### config.mk
export PLATFORM = sky130hd
export DESIGN_NAME = march_seq_ctrl
export DESIGN_NICKNAME = d
export VERILOG_FILES = /design/src/rtl/march_pkg.sv /design/src/rtl/march_addr_gen.sv /design/src/rtl/march_seq_ctrl.sv
export SDC_FILE = /design/constraint.sdc
export NUM_CORES = 1
export LEC_CHECK = 0
export BUFFER_PORTS_ARGS = -buffer_cell sky130_fd_sc_hd__buf_2
export CAP_MARGIN = 20
export CELL_PAD_IN_SITES_DETAIL_PLACEMENT = 0
export CELL_PAD_IN_SITES_GLOBAL_PLACEMENT = 1
export CORE_MARGIN = 4
export CORE_UTILIZATION = 30
export CTS_CLUSTER_SIZE = 24
export DETAILED_ROUTE_END_ITERATION = 12
export PLACE_DENSITY_LB_ADDON = 0.1
export SYNTH_ARGS = -nofsm -noshare
export SYNTH_HDL_FRONTEND = slang
export SYNTH_HIERARCHICAL = 1
export SYNTH_SLANG_ARGS = --single-unit
### constraint.sdc
create_clock -name Clock -period 2.8 [get_ports Clock]
set_clock_uncertainty 0.1 [all_clocks]
set_input_delay 0.14 -clock Clock [delete_from_list [all_inputs] [get_ports Clock]]
set_output_delay 0.14 -clock Clock [all_outputs]
set_load 0.01 [all_outputs]
### src/rtl/march_pkg.sv
// March C- sequencer shared types: FSM states, element encoding and the
// per-element direction/operation/data table.
package march_pkg;

    localparam int ADDR_W_DEF = 8;
    localparam int DATA_W_DEF = 4;

    typedef enum logic [1:0] {
        IDLE  = 2'd0,
        RUN   = 2'd1,
        FLUSH = 2'd2,
        DONE  = 2'd3
    } state_e;

    // E0 up(w0); E1 up(r0,w1); E2 up(r1,w0); E3 down(r0,w1); E4 down(r1,w0); E5 up(r0)
    typedef enum logic [2:0] {
        E0 = 3'd0,
        E1 = 3'd1,
        E2 = 3'd2,
        E3 = 3'd3,
        E4 = 3'd4,
        E5 = 3'd5
    } elem_e;

    typedef struct packed {
        logic up;      // 1 = ascending addresses
        logic has_rd;  // element starts with a read at each address
        logic has_wr;  // element ends with a write at each address
        logic rd_one;  // expected read data is all-ones
        logic wr_one;  // write data is all-ones
    } elem_cfg_t;

    function automatic logic elem_is_up(elem_e e);
        return !(e == E3 || e == E4);
    endfunction

    function automatic elem_cfg_t elem_cfg(elem_e e);
        elem_cfg_t c;
        c = '0;
        c.up = elem_is_up(e);
        case (e)
            E0: begin c.has_wr = 1'b1; end
            E1: begin c.has_rd = 1'b1; c.has_wr = 1'b1; c.wr_one = 1'b1; end
            E2: begin c.has_rd = 1'b1; c.has_wr = 1'b1; c.rd_one = 1'b1; end
            E3: begin c.has_rd = 1'b1; c.has_wr = 1'b1; c.wr_one = 1'b1; end
            E4: begin c.has_rd = 1'b1; c.has_wr = 1'b1; c.rd_one = 1'b1; end
            E5: begin c.has_rd = 1'b1; end
            default: c = '0;
        endcase
        return c;
    endfunction

endpackage

### src/rtl/march_addr_gen.sv
// Loadable up/down address counter; tc flags the terminal address of the
// current direction so the element can end without wrapping.
module march_addr_gen #(
    parameter int ADDR_W = 8
) (
    input  logic              Clock,
    input  logic              Reset,
    input  logic              load,
    input  logic [ADDR_W-1:0] load_val,
    input  logic              en,
    input  logic              up,
    output logic [ADDR_W-1:0] addr,
    output logic              tc
);

    // Address register: load wins over count.
    always_ff @(posedge Clock or posedge Reset) begin
        if (Reset)     addr <= '0;
        else if (load) addr <= load_val;
        else if (en)   addr <= up ? addr + 1'b1 : addr - 1'b1;
    end

    // Terminal count for the direction being walked.
    always_comb begin
        tc = up ? (addr == '1) : (addr == '0);
    end

endmodule

### src/rtl/march_seq_ctrl.sv
// March C- SRAM test sequencer: one SRAM op per cycle while RUN, a one-cycle
// FLUSH for the last read's compare, and a sticky first-failure capture.
module march_seq_ctrl
    import march_pkg::*;
#(
    parameter int ADDR_W = ADDR_W_DEF,
    parameter int DATA_W = DATA_W_DEF
) (
    input  logic              Clock,
    input  logic              Reset,
    input  logic              start,
    output logic [ADDR_W-1:0] mem_addr,
    output logic              mem_we,
    output logic [DATA_W-1:0] mem_wdata,
    input  logic [DATA_W-1:0] mem_rdata,
    output logic              busy,
    output logic              done,
    output logic              go_nogo,
    output logic [ADDR_W-1:0] fail_addr,
    output logic [2:0]        fail_elem
);

    state_e            state, state_nxt;
    elem_e             elem, elem_nxt;
    logic              phase, phase_nxt;   // 1 = read at this address already issued
    elem_cfg_t         cfg;
    logic              op_rd, op_wr, last_at_addr;
    logic              ag_load, ag_en;
    logic [ADDR_W-1:0] ag_val, addr;
    logic              tc;

    logic              cmp_vld;
    logic [DATA_W-1:0] exp_q;
    logic [ADDR_W-1:0] cmp_addr;
    elem_e             cmp_elem;
    logic              mismatch;
    logic              start_ok;

    march_addr_gen #(.ADDR_W(ADDR_W)) u_addr_gen (
        .Clock   (Clock),
        .Reset   (Reset),
        .load    (ag_load),
        .load_val(ag_val),
        .en      (ag_en),
        .up      (cfg.up),
        .addr    (addr),
        .tc      (tc)
    );

    // State, element and per-address phase registers.
    always_ff @(posedge Clock or posedge Reset) begin
        if (Reset) begin
            state <= IDLE;
            elem  <= E0;
            phase <= 1'b0;
        end else begin
            state <= state_nxt;
            elem  <= elem_nxt;
            phase <= phase_nxt;
        end
    end

    // Next-state, op sequencing and address-counter control.
    always_comb begin
        state_nxt    = state;
        elem_nxt     = elem;
        phase_nxt    = phase;
        ag_load      = 1'b0;
        ag_val       = '0;
        ag_en        = 1'b0;
        cfg          = elem_cfg(elem);
        op_rd        = 1'b0;
        op_wr        = 1'b0;
        last_at_addr = 1'b0;
        start_ok     = 1'b0;
        if (state == RUN) begin
            op_rd        = cfg.has_rd && !phase;
            op_wr        = cfg.has_wr && (phase || !cfg.has_rd);
            last_at_addr = op_wr || (op_rd && !cfg.has_wr);
        end
        case (state)
            IDLE, DONE: begin
                if (start) begin
                    start_ok  = 1'b1;
                    state_nxt = RUN;
                    elem_nxt  = E0;
                    phase_nxt = 1'b0;
                    ag_load   = 1'b1;
                    ag_val    = '0;
                end
            end
            RUN: begin
                if (!last_at_addr) begin
                    phase_nxt = 1'b1;
                end else begin
                    phase_nxt = 1'b0;
                    if (!tc) begin
                        ag_en = 1'b1;
                    end else if (elem == E5) begin
                        state_nxt = FLUSH;
                    end else begin
                        elem_nxt = elem_e'(elem + 3'd1);
                        ag_load  = 1'b1;
                        ag_val   = elem_is_up(elem_nxt) ? '0 : '1;
                    end
                end
            end
            FLUSH: state_nxt = DONE;
            default: state_nxt = IDLE;
        endcase
    end

    // SRAM and status outputs; everything quiet outside RUN.
    always_comb begin
        mem_we    = op_wr;
        mem_addr  = (state == RUN) ? addr : '0;
        mem_wdata = (op_wr && cfg.wr_one) ? '1 : '0;
        busy      = (state == RUN) || (state == FLUSH);
        done      = (state == DONE);
        mismatch  = cmp_vld && (mem_rdata != exp_q);
    end

    // Compare pipeline: register what each read should return, check next cycle.
    always_ff @(posedge Clock or posedge Reset) begin
        if (Reset) begin
            cmp_vld  <= 1'b0;
            exp_q    <= '0;
            cmp_addr <= '0;
            cmp_elem <= E0;
        end else begin
            cmp_vld  <= op_rd;
            exp_q    <= cfg.rd_one ? '1 : '0;
            cmp_addr <= addr;
            cmp_elem <= elem;
        end
    end

    // Sticky first-failure capture, cleared by an accepted start.
    always_ff @(posedge Clock or posedge Reset) begin
        if (Reset) begin
            go_nogo   <= 1'b1;
            fail_addr <= '0;
            fail_elem <= '0;
        end else if (start_ok) begin
            go_nogo   <= 1'b1;
            fail_addr <= '0;
            fail_elem <= '0;
        end else if (mismatch && go_nogo) begin
            go_nogo   <= 1'b0;
            fail_addr <= cmp_addr;
            fail_elem <= cmp_elem;
        end
    end

endmodule

* Yosys cells after proc, flatten, opt, wreduce, memory -nomap -nowiden
Index checks and enable logic that the tools add are counted.
** Storage, ports and cells
- Flip-flop bits (word level) :: 42
- Input port bits :: 7
- Logic and storage cells :: 109
** Cells by class
- Add/sub/neg operators :: 3
- Eq/ne operators :: 17
- Multiplexer cells :: 48
- Reduce and logical (&&, ||, !) cells :: 30
** Operator list (number)
- $mux 8 :: 11
- $mux 1 :: 21
- $mux 3 :: 6
- $ne 2x2->1 const B :: 5
- $reduce_or 5->1 :: 2
- $eq 3x2->1 const B :: 3
- $eq 3x3->1 const B :: 3
- $add 8x1->8 const B :: 1
- $eq 8x8->1 const B :: 1
- $logic_not 8->1 :: 1
- $mux 2 :: 4
- $mux 4 :: 2
- $sub 8x1->8 const B :: 1
- $logic_and 1x1->1 :: 6
- $pmux 2 s3 :: 1
- $pmux 3 s2 :: 1
- $reduce_bool 2->1 :: 3
- $reduce_or 2->1 :: 3
- $reduce_or 6->1 :: 1
- $logic_or 1x1->1 :: 5
- $reduce_and 5->1 :: 1
- $eq 2x2->1 const B :: 2
- $logic_not 1->1 :: 4
- $ne 4x4->1 :: 1
- other kinds (8) :: 9

* Longest topological paths before layout
- Depth in word-level cells :: 12
- Gate-level depth with buffers :: 12
- Depth with buffers taken out :: 10

* Cells and area by module
Netlist, hierarchy kept.
** By module, submodules not included
- march_seq_ctrl :: instances 1, cells an instance 144, area an instance 1531.5 um^2
- march_addr_gen :: instances 1, cells an instance 86, area an instance 738.2 um^2

* Worst setup path before layout
OpenSTA, ideal clock, no wires.
- Path type :: flip-flop to flip-flop
- Start point :: register elem[0]
- End point :: register u_addr_gen.addr[3]
- Setup time :: 125 ps
- Data arrival time :: 2674 ps
- Setup slack :: -98 ps
- Cell stages (with the launch flop) :: 12
- Buffers on the path :: 3
- Clock period less this slack :: 2898 ps
- Cell sequence :: dfrtp_1 -> buf_2 -> inv_1 -> ha_1 -> nor3_1 -> a211o_1 -> ha_1 -> nand4b_1 -> a21oi_1 -> clkbuf_1 -> clkbuf_1 -> mux2_2
** On the way
- Longest elaborated chain between the ends :: 11
** RTL lines
- start, declared :: RTL line march_seq_ctrl.sv:24 : elem_e elem, elem_nxt;
- start signal, assigned :: RTL line march_seq_ctrl.sv:58 : elem <= elem_nxt;
- $eq 3x2->1, or another cell as far along :: RTL line march_pkg.sv:34, march_pkg.sv:41
- $reduce_or 5->1 (no line)
- $mux 1 :: RTL line march_pkg.sv:41 : case (e)
- $logic_not 1->1 :: RTL line march_seq_ctrl.sv:78 : op_wr = cfg.has_wr && (phase || !cfg.has_rd);
- $logic_or 1x1->1 :: RTL line march_seq_ctrl.sv:78
- $logic_and 1x1->1 :: RTL line march_seq_ctrl.sv:78
- $logic_or 1x1->1 :: RTL line march_seq_ctrl.sv:79 : last_at_addr = op_wr || (op_rd && !cfg.has_wr);
- $mux 1 :: RTL line march_seq_ctrl.sv:76 : if (state == RUN) begin
- $mux 1 * :: RTL line march_seq_ctrl.sv:93 : if (!last_at_addr) begin
- $pmux 1 s2 * :: RTL line march_seq_ctrl.sv:81 : case (state)
- via ag_load :: RTL line march_seq_ctrl.sv:28 : logic ag_load, ag_en;
- $mux 8 or $reduce_bool 2->1 (tied branches)
- end signal, assigned :: RTL line march_addr_gen.sv:19 : else if (load) addr <= load_val;
- end signal, assigned :: RTL line march_addr_gen.sv:20 : else if (en) addr <= up ? addr + 1'b1 : addr - 1'b1;
- end, declared :: RTL line march_addr_gen.sv:12 : output logic [ADDR_W-1:0] addr,
The timed path passes the listed nets; every way through them passes the cells marked *. The select of a mux whose other input is x is not followed.
A chain may end at the register's enable or synchronous reset.

* Worst setup path in the final report
- Start point :: register elem[0]
- End point :: register u_addr_gen.addr[5]
Same word-level chain as after synthesis.

==> reports/results.txt <==
Worst EP required = 2.88 ns
Final hold slack = 0.09228 ns
Critical-path top delay cell = dfrtp_2
Clk pwr share = 0.161
Post-CTS setup buffer count = 0
Crit path DAT = 2.75 ns
Synth top area share = 0.4190
Row cnt = 31
Final setup margin = 0.1266 ns
Crit path max-delay family = simple AND/OR/NAND/NOR gates
Layout area overhead = 21.94%
Clk_lat worst skew = 0.29 ns
Clock transition at the registers of the reported paths = 0.09 ns
Global-route wire length before repair = 8749 um
DRC Markers = 0
Yosys reg bits = 39
CTS tree = done
Fmax = 374.1 MHz
CP Max Fanout = 10
CP peak stage delay = 0.46 ns
Mean number of vias per cell = 4.704
Sw Pwr = 1244 uW
Area leader, netlist = dfrtp_1
DR vias = 1,764
Switch share = 0.4176
Core ar. = 0.007292 mm^2
Final hold vios = 0
Drt wl/cell = 13.95 um
Count of non-filler cells in the finished layout = 375
Cells after Synth = 230
Placed Instances = 366
R2R Setup Slk = 0.13 ns
Post-synthesis cell type count = 45
PD cells = 1077 mW/mm^2
Root Driver = clkbuf_8
Max-slew violation count = 0
Largest net degree at the start of global routing = 32
Hold Crit Depth = 2
PortBufs = 33
Average cell area after synthesis = 9.868 um^2
Post-synth EDFFs = 0
Htree depth = 2
Post-DRT Antenna Nets = 0
Post-DP HPWL = 3775 um
CP Launch Point = elem[0]
R2r startpoint = elem[0]
Post-Syn Area = 0.002270 mm^2
Setup TNS = 0 ns
Slew @ Worst Pin = 0.4079 ns
TritonCTS Buffers = 5
Die area = 0.009021 mm^2
WS Path Type = register to register
DRC marker count from the first detailed-route iteration = 93
Sequential area share after synthesis = 0.4305
Crit. End Element = register
RSZ-0062 raised after global routing = false
Antenna violations before repair = 0
Period utilization = 0.9548
Peak supply drop = 0.2510 mV
Logic pwr share = 0.536
P_leak = 0.001400 uW
WP buf/inv = 2
Nets = 299
Final Power = 2980 uW
# IOs = 34
Diode count = 0
Setup Slack @ Placement = 0.08718 ns
Hold path start = start
Ys Warns = 6
GRT Total Usage = 0.1247
Main synth FF type = dfrtp_1
Synth async-reset ratio = 1.000
WL final = 5230 um
Worst Setup Start Kind = register
Clk buf depth = 2
Grt ovf = 0
Gp weighted congestion = 0.7448
Vias in the first global route = 1,744
Hold EP = go_nogo
Setup Viol. Count Final = 0
Die span in y = 94.98 um
Final min period = 2.673 ns
Cells along the critical path = inv_1 -> ha_2 -> nor3_1 -> a211o_1 -> ha_1 -> nand4b_1 -> a21oi_1 -> buf_4 -> and4b_1 -> or3_1
Die width = 94.98 um
Register-to-Register Path Depth = 10
Reg-to-reg endpoint = u_addr_gen/addr[5]
Layout cell share with drive strength beyond 1 = 0.2754
Clock Sinks = 39
Outcome = finished clean
DRT Pass-1 Iters = 4
Part of the power in registers = 0.303
Max Cap Viol = 0
Area contributors post-synth = dfrtp_1, ha_1, mux2i_1
HP Class = input pin to register
Initial core utilization = 0.3113
Syn Nets = 254
P_int = 1736 uW
Max_slew headroom = 0.7281
-- power groups by stage --
stage                     Clock (uW)  Sequential [uW]  Combinational [uW]
after floorplan                    0              897                1100
after detailed placement           0              911                1600
after global routing             518              931                1780
after global placement             0              911                1620
after CTS                        495              900                1610
final                            478              903                1600
-- through the flow --
stage                     cell area [um^2]  utilization
after CTS                             2751       0.3773
after global placement                2629       0.3605
after global routing                  2768       0.3795
after detailed placement              2629       0.3605
final                                 2768       0.3795
after floorplan                       2281            -
-- worst max-delay path by stage --
stage                     slack [ns]                 end  cells past startpoint
after floorplan                 0.03  u_addr_gen/addr[7]                      9
after global placement          0.14  u_addr_gen/addr[7]                      8
after detailed placement        0.09  u_addr_gen/addr[7]                      8
after CTS                       0.06  u_addr_gen/addr[7]                      8
after global routing           0.007  u_addr_gen/addr[5]                     10
final                           0.13  u_addr_gen/addr[5]                     10
-- synthesized netlist by cell type, types with 2 or more instances --
cell type,n
a211oi_1,4
a21o_1,3
a21oi_1,8
a22o_1,4
and2_1,8
and4b_1,2
buf_2,3
buf_4,4
clkbuf_1,4
dfrtp_1,38
ha_1,16
inv_1,10
inv_2,2
mux2_2,3
mux2i_1,15
nand2_1,39
nand2b_1,2
nand3_1,3
nand4_1,2
nor2_1,7
nor2b_1,2
nor3_1,4
nor4_1,3
nor4b_1,2
o21ai_0,12
o21ai_1,2
o21bai_1,2
o22ai_1,5
o31ai_1,2
or3_1,3
xnor2_1,2
-- layer usage --
metal  track usage  share of wire
met5             0              0
met4       0.04087          0.013
met3       0.01912          0.033
met2        0.1861           0.43
met1        0.1830           0.52
-- flip-flops by register name, summed over array words and instances, names as in the netlist, 2 cells and up --
register	flops
elem	3
u_addr_gen/addr	8
fail_elem	3
state	2
cmp_elem	3
fail_addr	8
cmp_addr	8
-- layout by cell type, fill, tap and decap left out, types with 2 or more instances in the layout --
cell type,instances
a211oi_1,4
nand3_1,3
nor4b_1,2
and4b_1,2
ha_1,15
mux2_2,3
dfrtp_1,37
clkbuf_8,5
a22o_1,4
buf_2,33
or3_1,3
nor2_1,7
nand2_1,39
nand4_1,2
inv_2,3
nor4_1,3
a21o_1,3
inv_1,9
o31ai_1,2
o21bai_1,2
nor2b_1,2
mux2i_1,14
nor3_1,3
buf_4,15
a21oi_1,7
o21ai_1,2
xnor2_1,2
nand2b_1,2
o22ai_1,5
and2_1,8
o21ai_0,12
-- repair_timing --
action | in CTS | in global routing
endpoints found under the setup margin | 0 | 3
resized for setup | 0 | 5
hold endpoints to repair | 38 | 0
hold buffers | 1 | 0
-- final cells by class --
type | instances | area, um^2
clock inverter | 3 | 43.79
tap | 99 | 123.9
fill | 779 | 4524
multi-input combinational | 167 | 1200
clock buffer | 5 | 68.82
inverter | 12 | 45.04
sequential | 39 | 978.4
timing repair buffer | 50 | 307.8
-- worst register-to-register path, delay by kind of cell (launching register included) --
kind,cells,cell delay (ns)
flip-flops,1,0.46
AND/OR/NAND/NOR,4,0.77
adder cells (fa/ha/maj),2,0.50
buffers and inverters,2,0.29
AO/OA/AOI/OAI,2,0.42
-- cell families after synthesis --
logic type,share of synthesized area
AOI/OAI and AO/OA,0.1378
xor gates and xnor gates,0.007719
muxes,0.08103
buffers and inverters,0.05127
and+or+nand+nor,0.1946
adders and majority gates,0.09702
DFF,0.4305
No activity file was read; power rests on OpenSTA's default activity.
